$ cat config.mk
export PLATFORM = sky130hd
export DESIGN_NAME = mio_bus_ctrl
export DESIGN_NICKNAME = d
export VERILOG_FILES = /design/src/rtl/mio_bus_ctrl.sv
export SDC_FILE = /design/constraint.sdc
export NUM_CORES = 1
export LEC_CHECK = 0
export ABC_CLOCK_PERIOD_IN_PS = 7600
export CORE_MARGIN = 2
export CORE_UTILIZATION = 44
export CTS_CLUSTER_DIAMETER = 150
export DETAILED_ROUTE_END_ITERATION = 10
export PLACE_DENSITY = 0.86
export SLEW_MARGIN = 20
export SYNTH_ARGS = -nofsm -noshare
export SYNTH_HDL_FRONTEND = slang
export SYNTH_SLANG_ARGS = --single-unit
$ cat constraint.sdc
create_clock -name clk -period 7.6 [get_ports clk]
set_input_delay 0.76 -clock clk [delete_from_list [all_inputs] [get_ports clk]]
set_output_delay 0.76 -clock clk [all_outputs]
set_load 0.02 [all_outputs]
$ cat src/rtl/mio_bus_ctrl.sv
// Sequenced MIO bus controller: decodes addr[31:28] to one of NUM_SLV slaves, waits on latency+ready, acks.
// Latency: hit ack 2+LAT cycles after accept, miss ack 1 cycle; requests while busy are ignored (no queuing).
module mio_bus_ctrl #(
    parameter int                   NUM_SLV    = 4,
    parameter int                   ADDR_W     = 16,
    parameter logic [NUM_SLV*4-1:0] SLV_REGION = {4'hF, 4'hE, 4'hD, 4'h0},
    parameter logic [NUM_SLV*4-1:0] SLV_LAT    = {(NUM_SLV*4){1'b0}},
    parameter int                   TIMEOUT    = 64,
    parameter int                   CNT_W      = 8
) (
    input  logic                  clk,
    input  logic                  rst,
    input  logic                  cpu_req,
    input  logic                  cpu_we,
    input  logic [31:0]           cpu_addr,
    input  logic [31:0]           cpu_wdata,
    output logic [31:0]           cpu_rdata,
    output logic                  cpu_ack,
    output logic                  cpu_err,
    output logic                  cpu_busy,
    output logic [NUM_SLV-1:0]    slv_sel,
    output logic                  slv_we,
    output logic [ADDR_W-1:0]     slv_addr,
    output logic [31:0]           slv_wdata,
    input  logic [NUM_SLV*32-1:0] slv_rdata,
    input  logic [NUM_SLV-1:0]    slv_rdy
);

    typedef enum logic [1:0] {S_IDLE = 2'd0, S_WAIT = 2'd1, S_ACK = 2'd2} state_t;

    state_t              state_q, state_d;
    logic [NUM_SLV-1:0]  sel_q, sel_d, hit_oh;
    logic                hit;
    logic                slv_we_q, slv_we_d, we_q, we_d;
    logic [ADDR_W-1:0]   addr_q, addr_d;
    logic [31:0]         wdata_q, wdata_d;
    logic [31:0]         res_rdata_q, res_rdata_d, cpu_rdata_q, cpu_rdata_d, rdata_sel;
    logic                res_err_q, res_err_d, cpu_err_q, cpu_err_d, cpu_ack_q, cpu_ack_d;
    logic [CNT_W-1:0]    cnt_q, cnt_d;
    logic [3:0]          lat_sel;
    logic                rdy_sel, done;
    logic                unused_addr;

    assign unused_addr = ^{cpu_addr[1:0], cpu_addr[27:ADDR_W+2]};

    // Descending scan so the lowest matching index wins on duplicate regions.
    always_comb begin
        hit_oh    = '0;
        hit       = 1'b0;
        for (int i = NUM_SLV - 1; i >= 0; i--) begin
            if (SLV_REGION[i*4 +: 4] == cpu_addr[31:28]) begin
                hit_oh    = '0;
                hit_oh[i] = 1'b1;
                hit       = 1'b1;
            end
        end
        lat_sel   = '0;
        rdy_sel   = 1'b0;
        rdata_sel = '0;
        for (int i = 0; i < NUM_SLV; i++) begin
            if (sel_q[i]) begin
                lat_sel   = SLV_LAT[i*4 +: 4];
                rdy_sel   = slv_rdy[i];
                rdata_sel = slv_rdata[i*32 +: 32];
            end
        end
    end

    assign done = (cnt_q >= CNT_W'(lat_sel)) && rdy_sel;

    always_comb begin
        state_d     = state_q;
        sel_d       = sel_q;
        slv_we_d    = 1'b0;
        we_d        = we_q;
        addr_d      = addr_q;
        wdata_d     = wdata_q;
        cnt_d       = cnt_q;
        res_rdata_d = res_rdata_q;
        res_err_d   = res_err_q;
        cpu_rdata_d = cpu_rdata_q;
        cpu_err_d   = 1'b0;
        cpu_ack_d   = 1'b0;
        case (state_q)
            S_IDLE: begin
                if (cpu_req) begin
                    we_d    = cpu_we;
                    addr_d  = cpu_addr[ADDR_W+1:2];
                    wdata_d = cpu_wdata;
                    if (hit) begin
                        sel_d    = hit_oh;
                        slv_we_d = cpu_we;
                        cnt_d    = '0;
                        state_d  = S_WAIT;
                    end else begin
                        res_err_d   = 1'b1;
                        res_rdata_d = '0;
                        state_d     = S_ACK;
                    end
                end
            end
            S_WAIT: begin
                if (done) begin
                    res_rdata_d = we_q ? 32'd0 : rdata_sel;
                    res_err_d   = 1'b0;
                    sel_d       = '0;
                    state_d     = S_ACK;
                end else if (cnt_q == CNT_W'(TIMEOUT - 1)) begin
                    res_rdata_d = '0;
                    res_err_d   = 1'b1;
                    sel_d       = '0;
                    state_d     = S_ACK;
                end else begin
                    cnt_d = cnt_q + 1'b1;
                end
            end
            S_ACK: begin
                // Result is staged so cpu_rdata only changes together with the ack pulse.
                cpu_ack_d   = 1'b1;
                cpu_err_d   = res_err_q;
                cpu_rdata_d = res_rdata_q;
                state_d     = S_IDLE;
            end
            default: state_d = S_IDLE;
        endcase
    end

    always_ff @(posedge clk or posedge rst) begin
        if (rst) begin
            state_q     <= S_IDLE;
            sel_q       <= '0;
            slv_we_q    <= 1'b0;
            we_q        <= 1'b0;
            addr_q      <= '0;
            wdata_q     <= '0;
            cnt_q       <= '0;
            res_rdata_q <= '0;
            res_err_q   <= 1'b0;
            cpu_rdata_q <= '0;
            cpu_err_q   <= 1'b0;
            cpu_ack_q   <= 1'b0;
        end else begin
            state_q     <= state_d;
            sel_q       <= sel_d;
            slv_we_q    <= slv_we_d;
            we_q        <= we_d;
            addr_q      <= addr_d;
            wdata_q     <= wdata_d;
            cnt_q       <= cnt_d;
            res_rdata_q <= res_rdata_d;
            res_err_q   <= res_err_d;
            cpu_rdata_q <= cpu_rdata_d;
            cpu_err_q   <= cpu_err_d;
            cpu_ack_q   <= cpu_ack_d;
        end
    end

    assign cpu_rdata = cpu_rdata_q;
    assign cpu_ack   = cpu_ack_q;
    assign cpu_err   = cpu_err_q;
    assign cpu_busy  = (state_q != S_IDLE);
    assign slv_sel   = sel_q;
    assign slv_we    = slv_we_q;
    assign slv_addr  = addr_q;
    assign slv_wdata = wdata_q;

endmodule
==> out/results.tsv, run 1 <==
metric	value	unit
Synthesized Nets	691	
cell accounting for the most synthesized area	dfrtp_1	
Leakage Power	3.91	nW
vias in the first global route	5263	
worst hold start	res_rdata_q[16]	
Compound-Gate Fraction of Synth Area	0.172	
top-area cell type share of the netlist area	0.546	
pwr/cell area	354	nW/um^2
Synth Area in XOR/XNOR	0	
fmax	0.364	GHz
antenna violations before repair	0	
most instantiated cells after synthesis	dfrtp_1, mux2_2, nand2_1, nor2b_1, a22o_1	
critical path launch point type	flip-flop	
detailed-route via count	5195	
synth warn	0	
worst hold endpoint	res_rdata_q[16]	
Design Power	3.35	mW
dominant synthesized flop cell	dfrtp_1	
max-cap violation count	0	
Adder-Cell Fraction of Synth Area	0.00208	
FFs w/ async S/R, synth	1.00	
largest net degree at the start of global routing	77	
first-pass GRT wire length	26500	microns
Post-synth EDFFs	0	
post_cts resized	0	
Clock Skew	0.00900	ns
DR iter-0 viols	375	
Final Max Tran Viols	0	
Worst R2R End	res_rdata_q[5]	
Min-Delay Path Class	reg -> reg	
Setup TNS	0	ns
postcts setup bufs	0	
Mapped Cells	490	
post-synthesis mux area share	0.158	
drt pass-1 iters	5	
register bit total from synthesis	131	
CTS root buf	clkbuf_16	
area post-placement	8890	sq um
row count	42	
status	finished, final reports clean	
horizontal die dimension	121	microns
Worst Path Max Fanout	69	
Final Cell Area	9480	sq um
H-Tree Depth	4	
DR vias/cell	5.53	
RSZ-0062 raised after global routing	false	
Post-Syn Area	6000	sq um
transition time of the tightest slew-check pin	1.03	ns
clk_lat worst skew	0.40	ns
wire per inst	18.2	microns
Reg2Reg Depth	6	
most frequent cell after synthesis	dfrtp_1	
area of the core	13300	sq um
arrival time at the worst endpoint	1.99	ns
Crit Path Class	reg -> out	
largest family of logic cells by synthesized area	compound AO/OA/AOI/OAI gates	
Clock Tree Buf Depth	2	
HPWL Detailed	12600	microns
drt total wl	17100	microns
Fillers	928	
DRT antenna net count	0	
Reg clk slew, reported paths	0.06	ns
post-synthesis simple-gate area fraction	0.0888	
share of cells above drive strength 1	0.169	
Final period util	0.362	
cts hold-fix bufs	0	
GPL Wtd Cong	0.794	
CTS tree	built	
critical path endpoint category	output pin	
Antenna Cells	0	
Area Growth Syn to Fin	57.8	%
worst reg-to-reg setup slack	4.98	ns
# nets final	954	
die area	14600	sq um
final period demand of the worst path	2.75	ns
Fin. Hold Viols	0	
worst r2r src	slv_sel[3]	
final setup violating endpoints	0	
Sink Count	131	
Slew HR	0.313	
Overflow after GRT	0	
Netlist cell types	45	
port bufs	275	
Num CTS Buffers	17	
# DRC	0	
chip height	121	microns
register area share after synthesis	0.546	
Critical Path RT	6.84	ns
Total GRT Usage	0.233	
Avg Cell Area, Syn	12.3	sq um
Hold Path Depth	1	
Synth area leaders	dfrtp_1, mux2_2, a22o_1	
io pins	288	
worst vdd ir	170	uV
effective utilization at floorplan	0.452	
worst max-delay path by stage:
stage	from	to	slack (ns)	depth (start not counted)
6_report	slv_sel[3]	slv_sel[3]	4.85	2
5_1_grt	slv_sel[3]	slv_sel[3]	4.75	2
4_1_cts	slv_sel[3]	slv_sel[3]	4.80	2
3_5_place_dp	slv_rdy[1]	res_rdata_q[13]	4.60	6
3_3_place_gp	slv_rdy[1]	res_rdata_q[17]	4.64	6
2_1_floorplan	rst	cnt_q[0]	3.34	1
cell usage in the layout (no fill, tap or decap), types with 3 or more instances in the layout:
cell type,synthesis,final
nand3_1,5,5
a221oi_1,32,32
mux2_2,84,84
nor2_1,3,3
buf_4,0,8
inv_1,6,5
nor2b_1,36,34
a22o_1,33,33
bufinv_16,0,3
nor3_1,6,6
o31ai_1,32,32
clkbuf_16,0,17
o21ai_0,5,5
nand2_1,38,38
a21oi_1,4,4
clkdlybuf4s50_1,0,275
a211o_1,3,3
clkinvlp_4,0,5
dfrtp_1,131,129
o211ai_1,3,3
routing by layer:
metal / track usage / wire (microns) / up-vias
met5: 0 / 0 / -
met4: 0.0850 / 302 / 0
met3: 0.0726 / 1320 / 23
met2: 0.412 / 8920 / 233
met1: 0.264 / 6580 / 2562
li1: - / - / 2377
sequential cells by signal (all words and copies together) (netlist names), 2 cells and up:
name         count
cpu_rdata       32
res_rdata_q     32
slv_wdata       32
slv_addr        16
cnt_q            8
slv_sel          4
state_q          2
power breakdown:
group | total, mW | switching, mW | internal [mW]
Combinational | 1.51 | 0.758 | 0.748
Clock | 0.814 | 0.287 | 0.527
Sequential | 1.03 | 0.131 | 0.903
Total | 3.35 | 1.18 | 2.18
critical path, cell delays in order, from the launching register on:
cell and delay (ns):
dfrtp_2 0.33, buf_4 0.49, clkdlybuf4s50_1 0.73
cell families after synthesis:
logic type,after synthesis
AO/OA/AOI/OAI,128
adder cells (fa/ha/maj),1
flip-flops,131
buffers and inverters,45
multiplexers,84
AND/OR/NAND/NOR,101
stage by stage:
stage | hold slack (ns) | setup slack (ns) | util | instances
4_1_cts | 0.501 | 4.80 | 0.713 | 939
3_3_place_gp | 0.466 | 4.64 | 0.668 | 910
5_1_grt | 0.509 | 4.75 | 0.713 | 939
2_1_floorplan | 0.454 | 3.34 | - | 490
6_report | 0.497 | 4.85 | 0.713 | 939
3_5_place_dp | 0.485 | 4.60 | 0.668 | 910
final cells by class:
cell class              instances  area, sq um  share of cell area
multi-input cells             314         2550               0.269
inverters                       6         25.0             0.00264
flip-flops and latches        131         3280               0.346
clock inverters                 9          133              0.0140
well taps                     176          220              0.0232
clock buffers                  20          457              0.0482
repair buffers                283         2810               0.297
(Power assumes the default switching activity.)
==> run 2, diff against run 1 <==
--- a/config.mk
+++ b/config.mk
@@ -5,12 +5,12 @@
 export SDC_FILE = /design/constraint.sdc
 export NUM_CORES = 1
 export LEC_CHECK = 0
-export ABC_CLOCK_PERIOD_IN_PS = 7600
+export ABC_CLOCK_PERIOD_IN_PS = 2600
 export CORE_MARGIN = 2
-export CORE_UTILIZATION = 44
+export CORE_UTILIZATION = 41
 export CTS_CLUSTER_DIAMETER = 150
 export DETAILED_ROUTE_END_ITERATION = 10
-export PLACE_DENSITY = 0.86
+export PLACE_DENSITY = 0.81
 export SLEW_MARGIN = 20
 export SYNTH_ARGS = -nofsm -noshare
 export SYNTH_HDL_FRONTEND = slang
==> constraint.sdc (replaced) <==
create_clock -name clk -period 2.6 [get_ports clk]
set_input_delay 0.26 -clock clk [delete_from_list [all_inputs] [get_ports clk]]
set_output_delay 0.26 -clock clk [all_outputs]
set_load 0.02 [all_outputs]
==> run 2 against run 1 <==
First-iteration DRC count down 20%; critical endpoint is now cnt_q[6]; core utilization down 5.2 points; clock skew down 0.00069 ns; register-to-register slack worse by 4.7 ns; sequential power rose to 2.9 times the previous value; critical path depth up 3; final cell count up 1.1%; setup slack worse by 4.6 ns.
==> out/results.tsv, run 2 (synthesis results as in run 1) <==
metric	value	unit
status	finished, final reports clean	
Reg clk slew, reported paths	0.05	ns
transition time of the tightest slew-check pin	0.929	ns
Crit Path Class	reg -> reg	
arrival time at the worst endpoint	2.58	ns
RSZ-0062 raised after global routing	false	
Total GRT Usage	0.213	
post_cts resized	0	
# nets final	957	
max-cap violation count	0	
# DRC	0	
postcts setup bufs	0	
CP Cell Sequence	ha_1, nand3_2, o41ai_1, nor2_1, a221o_1	
wire per inst	17.3	microns
Overflow after GRT	0	
CTS tree	built	
DR iter-0 viols	300	
worst vdd ir	437	uV
vias in the first global route	5372	
most common cell after layout, fill and taps aside	clkdlybuf4s50_1	
Fillers	1080	
cts hold-fix bufs	0	
largest net degree at the start of global routing	78	
fmax	0.433	GHz
first-pass GRT wire length	26800	microns
worst reg-to-reg setup slack	0.29	ns
horizontal die dimension	125	microns
CTS root buf	clkbuf_16	
most frequent cells in the layout	clkdlybuf4s50_1, dfrtp_1, mux2_2	
Slowest cell on crit path	o41ai_1	
Num CTS Buffers	17	
Area Growth Syn to Fin	58.6	%
Leakage Power	3.94	nW
Finished Core Util	0.660	
row count	44	
cell family with the largest share of critical-path delay	compound AO/OA/AOI/OAI gates	
clk_lat worst skew	0.39	ns
port bufs	275	
Final Max Tran Viols	0	
GPL Wtd Cong	0.865	
antenna violations before repair	0	
DP Worst Slack	0.340	ns
share of cells above drive strength 1	0.170	
Slew HR	0.373	
Critical Path RT	2.87	ns
HPWL Detailed	12100	microns
final setup violating endpoints	0	
final period demand of the worst path	2.31	ns
Antenna Cells	0	
DRT antenna net count	0	
Setup TNS	0	ns
Min-Delay Path Class	in -> async	
Buf/Inv on CP	0	
critical path endpoint category	flip-flop	
DR vias/cell	5.36	
delay of the slowest critical-path stage	0.85	ns
Design Power	9.71	mW
final setup margin	0.290	ns
drt pass-1 iters	4	
H-Tree Depth	4	
die area	15600	sq um
Fin. Hold Viols	0	
chip height	125	microns
pwr/cell area	1020	nW/um^2
multi-input combinational cell area	2550	sq um
detailed-route via count	5087	
Final period util	0.889	
area of the core	14400	sq um
register area	3280	sq um
effective utilization at floorplan	0.416	
io pins	288	
drt total wl	16400	microns
Sink Count	131	
Hold WS	0.339	ns
Worst Path Max Fanout	6	
Clock Tree Buf Depth	2	
Clock Skew	0.00832	ns
critical path launch point type	flip-flop	
run 2: cell types whose count changed in the layout (fill, tap and decap cells not counted):
cell / change
buf_12: +3
bufinv_16: -1
clkbuf_1: +1
clkbuf_8: +2
clkinv_2: +1
clkinvlp_4: -3
inv_4: -1
run 2: power by group:
| group | total [mW] | switching, mW | internal, mW |
|---|---|---|---|
| registers | 3.03 | 0.388 | 2.64 |
| clock network | 2.26 | 0.771 | 1.49 |
| logic | 4.42 | 2.18 | 2.24 |
run 2: stage by stage:
step	instance area, sq um	instances
global route	9520	949
detailed placement	8960	921
finish	9520	949
CTS	9520	949
global placement	8960	921
floorplan	6010	490
run 2: worst register-to-register path, cell delays in order (launching register included):
cell and delay [ns]:
dfrtp_1 0.40, ha_1 0.23, nand3_2 0.14, o41ai_1 0.85, nor2_1 0.19, a221o_1 0.37
run 2: final timing paths:
check                      depth (start not counted)         endpoint          from
min in group clk                                   3           slv_we        cpu_we
hold / removal                                     3           slv_we           rst
hold reg to reg                                    1     slv_addr[11]  slv_addr[11]
max in group asynchronous                          3  res_rdata_q[21]           rst
setup / recovery                                   5         cnt_q[6]      cnt_q[0]
setup reg to reg                                   5         cnt_q[6]      cnt_q[0]
run 2: area by class of cell:
cell class | count | share of cell area
flip-flops and latches | 131 | 0.345
repair buffers | 286 | 0.302
clock inverters | 5 | 0.00815
well taps | 184 | 0.0242
inverters | 6 | 0.00276
clock buffers | 23 | 0.0512
multi-input cells | 314 | 0.268
run 2: per-layer routing:
layer  vias to the layer above  global-route usage  part of all wire
met3                        23              0.0479             0.065
li1                       2376                   -                 -
met5                         -                   0                 0
met2                       218               0.373              0.51
met1                      2470               0.257              0.40
met4                         0              0.0797             0.019
==> run 3, diff against run 2 <==
--- a/config.mk
+++ b/config.mk
@@ -6,8 +6,10 @@
 export NUM_CORES = 1
 export LEC_CHECK = 0
 export ABC_CLOCK_PERIOD_IN_PS = 2600
+export CELL_PAD_IN_SITES_DETAIL_PLACEMENT = 0
+export CELL_PAD_IN_SITES_GLOBAL_PLACEMENT = 1
 export CORE_MARGIN = 2
-export CORE_UTILIZATION = 41
+export CORE_UTILIZATION = 31
 export CTS_CLUSTER_DIAMETER = 150
 export DETAILED_ROUTE_END_ITERATION = 10
 export PLACE_DENSITY = 0.81
==> run 3 against run 2 <==
Non-clock buffer count is 1 lower; fmax barely moved; clock-buffer cell count decreased by 3; total power is 3.0% higher; final cell count up 8.3%; via count fell by 0.31%; global-route usage down 4.0 points; clock skew up 0.0018 ns; die area grew 31%; sequential share of layout area fell by 0.65 points; largest power group unchanged.
==> out/results.tsv, run 3 (synthesis results as in run 1) <==
metric	value	unit
status	finished, final reports clean	
Overflow after GRT	0	
Crit Path Class	reg -> out	
Sequential Power Share	0.302	
Area Growth Syn to Fin	61.6	%
Final Max Tran Viols	0	
Final period util	0.889	
Critical Path RT	2.34	ns
Num CTS Buffers	17	
largest net degree at the start of global routing	66	
row count	50	
post_cts resized	0	
most common cell after layout, fill and taps aside	clkdlybuf4s50_1	
first-pass GRT wire length	27200	microns
DR iter-0 viols	188	
drt pass-1 iters	7	
postcts setup bufs	0	
Antenna Cells	0	
Sink Count	131	
fmax	0.433	GHz
worst reg-to-reg setup slack	0.36	ns
Slew HR	0.416	
DRT antenna net count	0	
# nets final	956	
vias in the first global route	5275	
horizontal die dimension	143	microns
port bufs	275	
final setup violating endpoints	0	
clk_lat worst skew	0.41	ns
drt total wl	17600	microns
pwr/cell area	1030	nW/um^2
die area	20500	sq um
Worst Path Max Fanout	65	
NetSw	3.47	mW
effective utilization at floorplan	0.319	
wire per inst	17.1	microns
crit path to	slv_sel[3]	
CTS tree	built	
arrival time at the worst endpoint	2.05	ns
critical path launch point type	flip-flop	
Clock Tree Buf Depth	2	
worst r2r src	cnt_q[0]	
critical path endpoint category	output pin	
Sw Ratio	0.347	
DR vias/cell	4.93	
Internal	6.53	mW
Design Power	10.0	mW
Clock Skew	0.0101	ns
CP startpoint	slv_sel[3]	
final period demand of the worst path	2.31	ns
Total GRT Usage	0.173	
combinational power share	0.444	
Setup TNS	0	ns
CTS root buf	clkbuf_16	
most frequent cells in the layout	clkdlybuf4s50_1, dfrtp_1, mux2_2	
Reg clk slew, reported paths	0.06	ns
Reg2Reg Depth	5	
# DRC	0	
Leakage Power	3.97	nW
cts hold-fix bufs	0	
H-Tree Depth	4	
GPL Wtd Cong	0.854	
antenna violations before repair	0	
io pins	288	
chip height	143	microns
Min-Delay Path Class	in -> async	
max-cap violation count	0	
area of the core	18800	sq um
detailed-route via count	5071	
Finished Core Util	0.515	
clock network fraction of total power	0.254	
Worst R2R End	cnt_q[6]	
Fin. Hold Viols	0	
transition time of the tightest slew-check pin	0.865	ns
worst vdd ir	497	uV
share of cells above drive strength 1	0.174	
HPWL Detailed	13000	microns
RSZ-0062 raised after global routing	false	
-- run 3: changes by cell type in the layout (fill, tap and decap cells not counted), sizes merged --
cell / change
clkbuf: -3
inv: +1
buf: -1
clkinvlp: +2
bufinv: +2
clkinv: +2
-- run 3: area by class of cell --
| class | count | area [sq um] |
|---|---|---|
| Clock buffer | 20 | 457 |
| Clock inverter | 12 | 179 |
| Fill cell | 1619 | 9130 |
| Inverter | 6 | 26.3 |
| Multi-Input combinational cell | 314 | 2550 |
| Sequential cell | 131 | 3280 |
| Tap cell | 260 | 325 |
| Timing Repair Buffer | 285 | 2890 |
-- run 3: how the worst min path moves through the flow --
| stage | from | to | slack (ns) | depth (start not counted) |
|---|---|---|---|---|
| finish | rst | slv_addr[5] | 0.24 | 2 |
| global route | rst | slv_addr[5] | 0.27 | 2 |
| CTS | rst | slv_addr[15] | 0.23 | 2 |
| detailed placement | res_rdata_q[16] | res_rdata_q[16] | 0.48 | 1 |
| global placement | res_rdata_q[0] | res_rdata_q[0] | 0.48 | 1 |
| floorplan | cpu_we | slv_we | 0.39 | 2 |
-- run 3: metal layers --
layer	track usage	wire length, microns	up-vias	share of wire
met3	0.0590	1640	38	0.093
met4	0.0808	538	0	0.031
met5	0	0	-	0
met2	0.288	8290	238	0.47
li1	-	-	2378	-
met1	0.200	7090	2417	0.40
-- run 3: stage by stage --
step	instances	worst slack [ns]	hold WS, ns	instance area, sq um
after floorplan	490	0.572	0.387	6010
after global placement	996	0.422	0.482	9070
after detailed placement	996	0.367	0.485	9070
after CTS	1028	0.254	0.225	9710
after global routing	1028	0.142	0.271	9710
final	1028	0.288	0.236	9710
-- run 3: power groups by stage --
stage               registers, mW  clock network, mW  logic, mW
global route                 3.11               2.71       4.81
CTS                          3.03               2.61       4.50
floorplan                    3.56                  0       2.08
global placement             3.02                  0       4.39
detailed placement           3.07                  0       4.49
finish                       3.02               2.54       4.44
-- run 3: critical path, stage by stage (launching register included) --
cell	delay (ns)
dfrtp_2	0.40
buf_4	0.49
clkdlybuf4s50_1	0.72
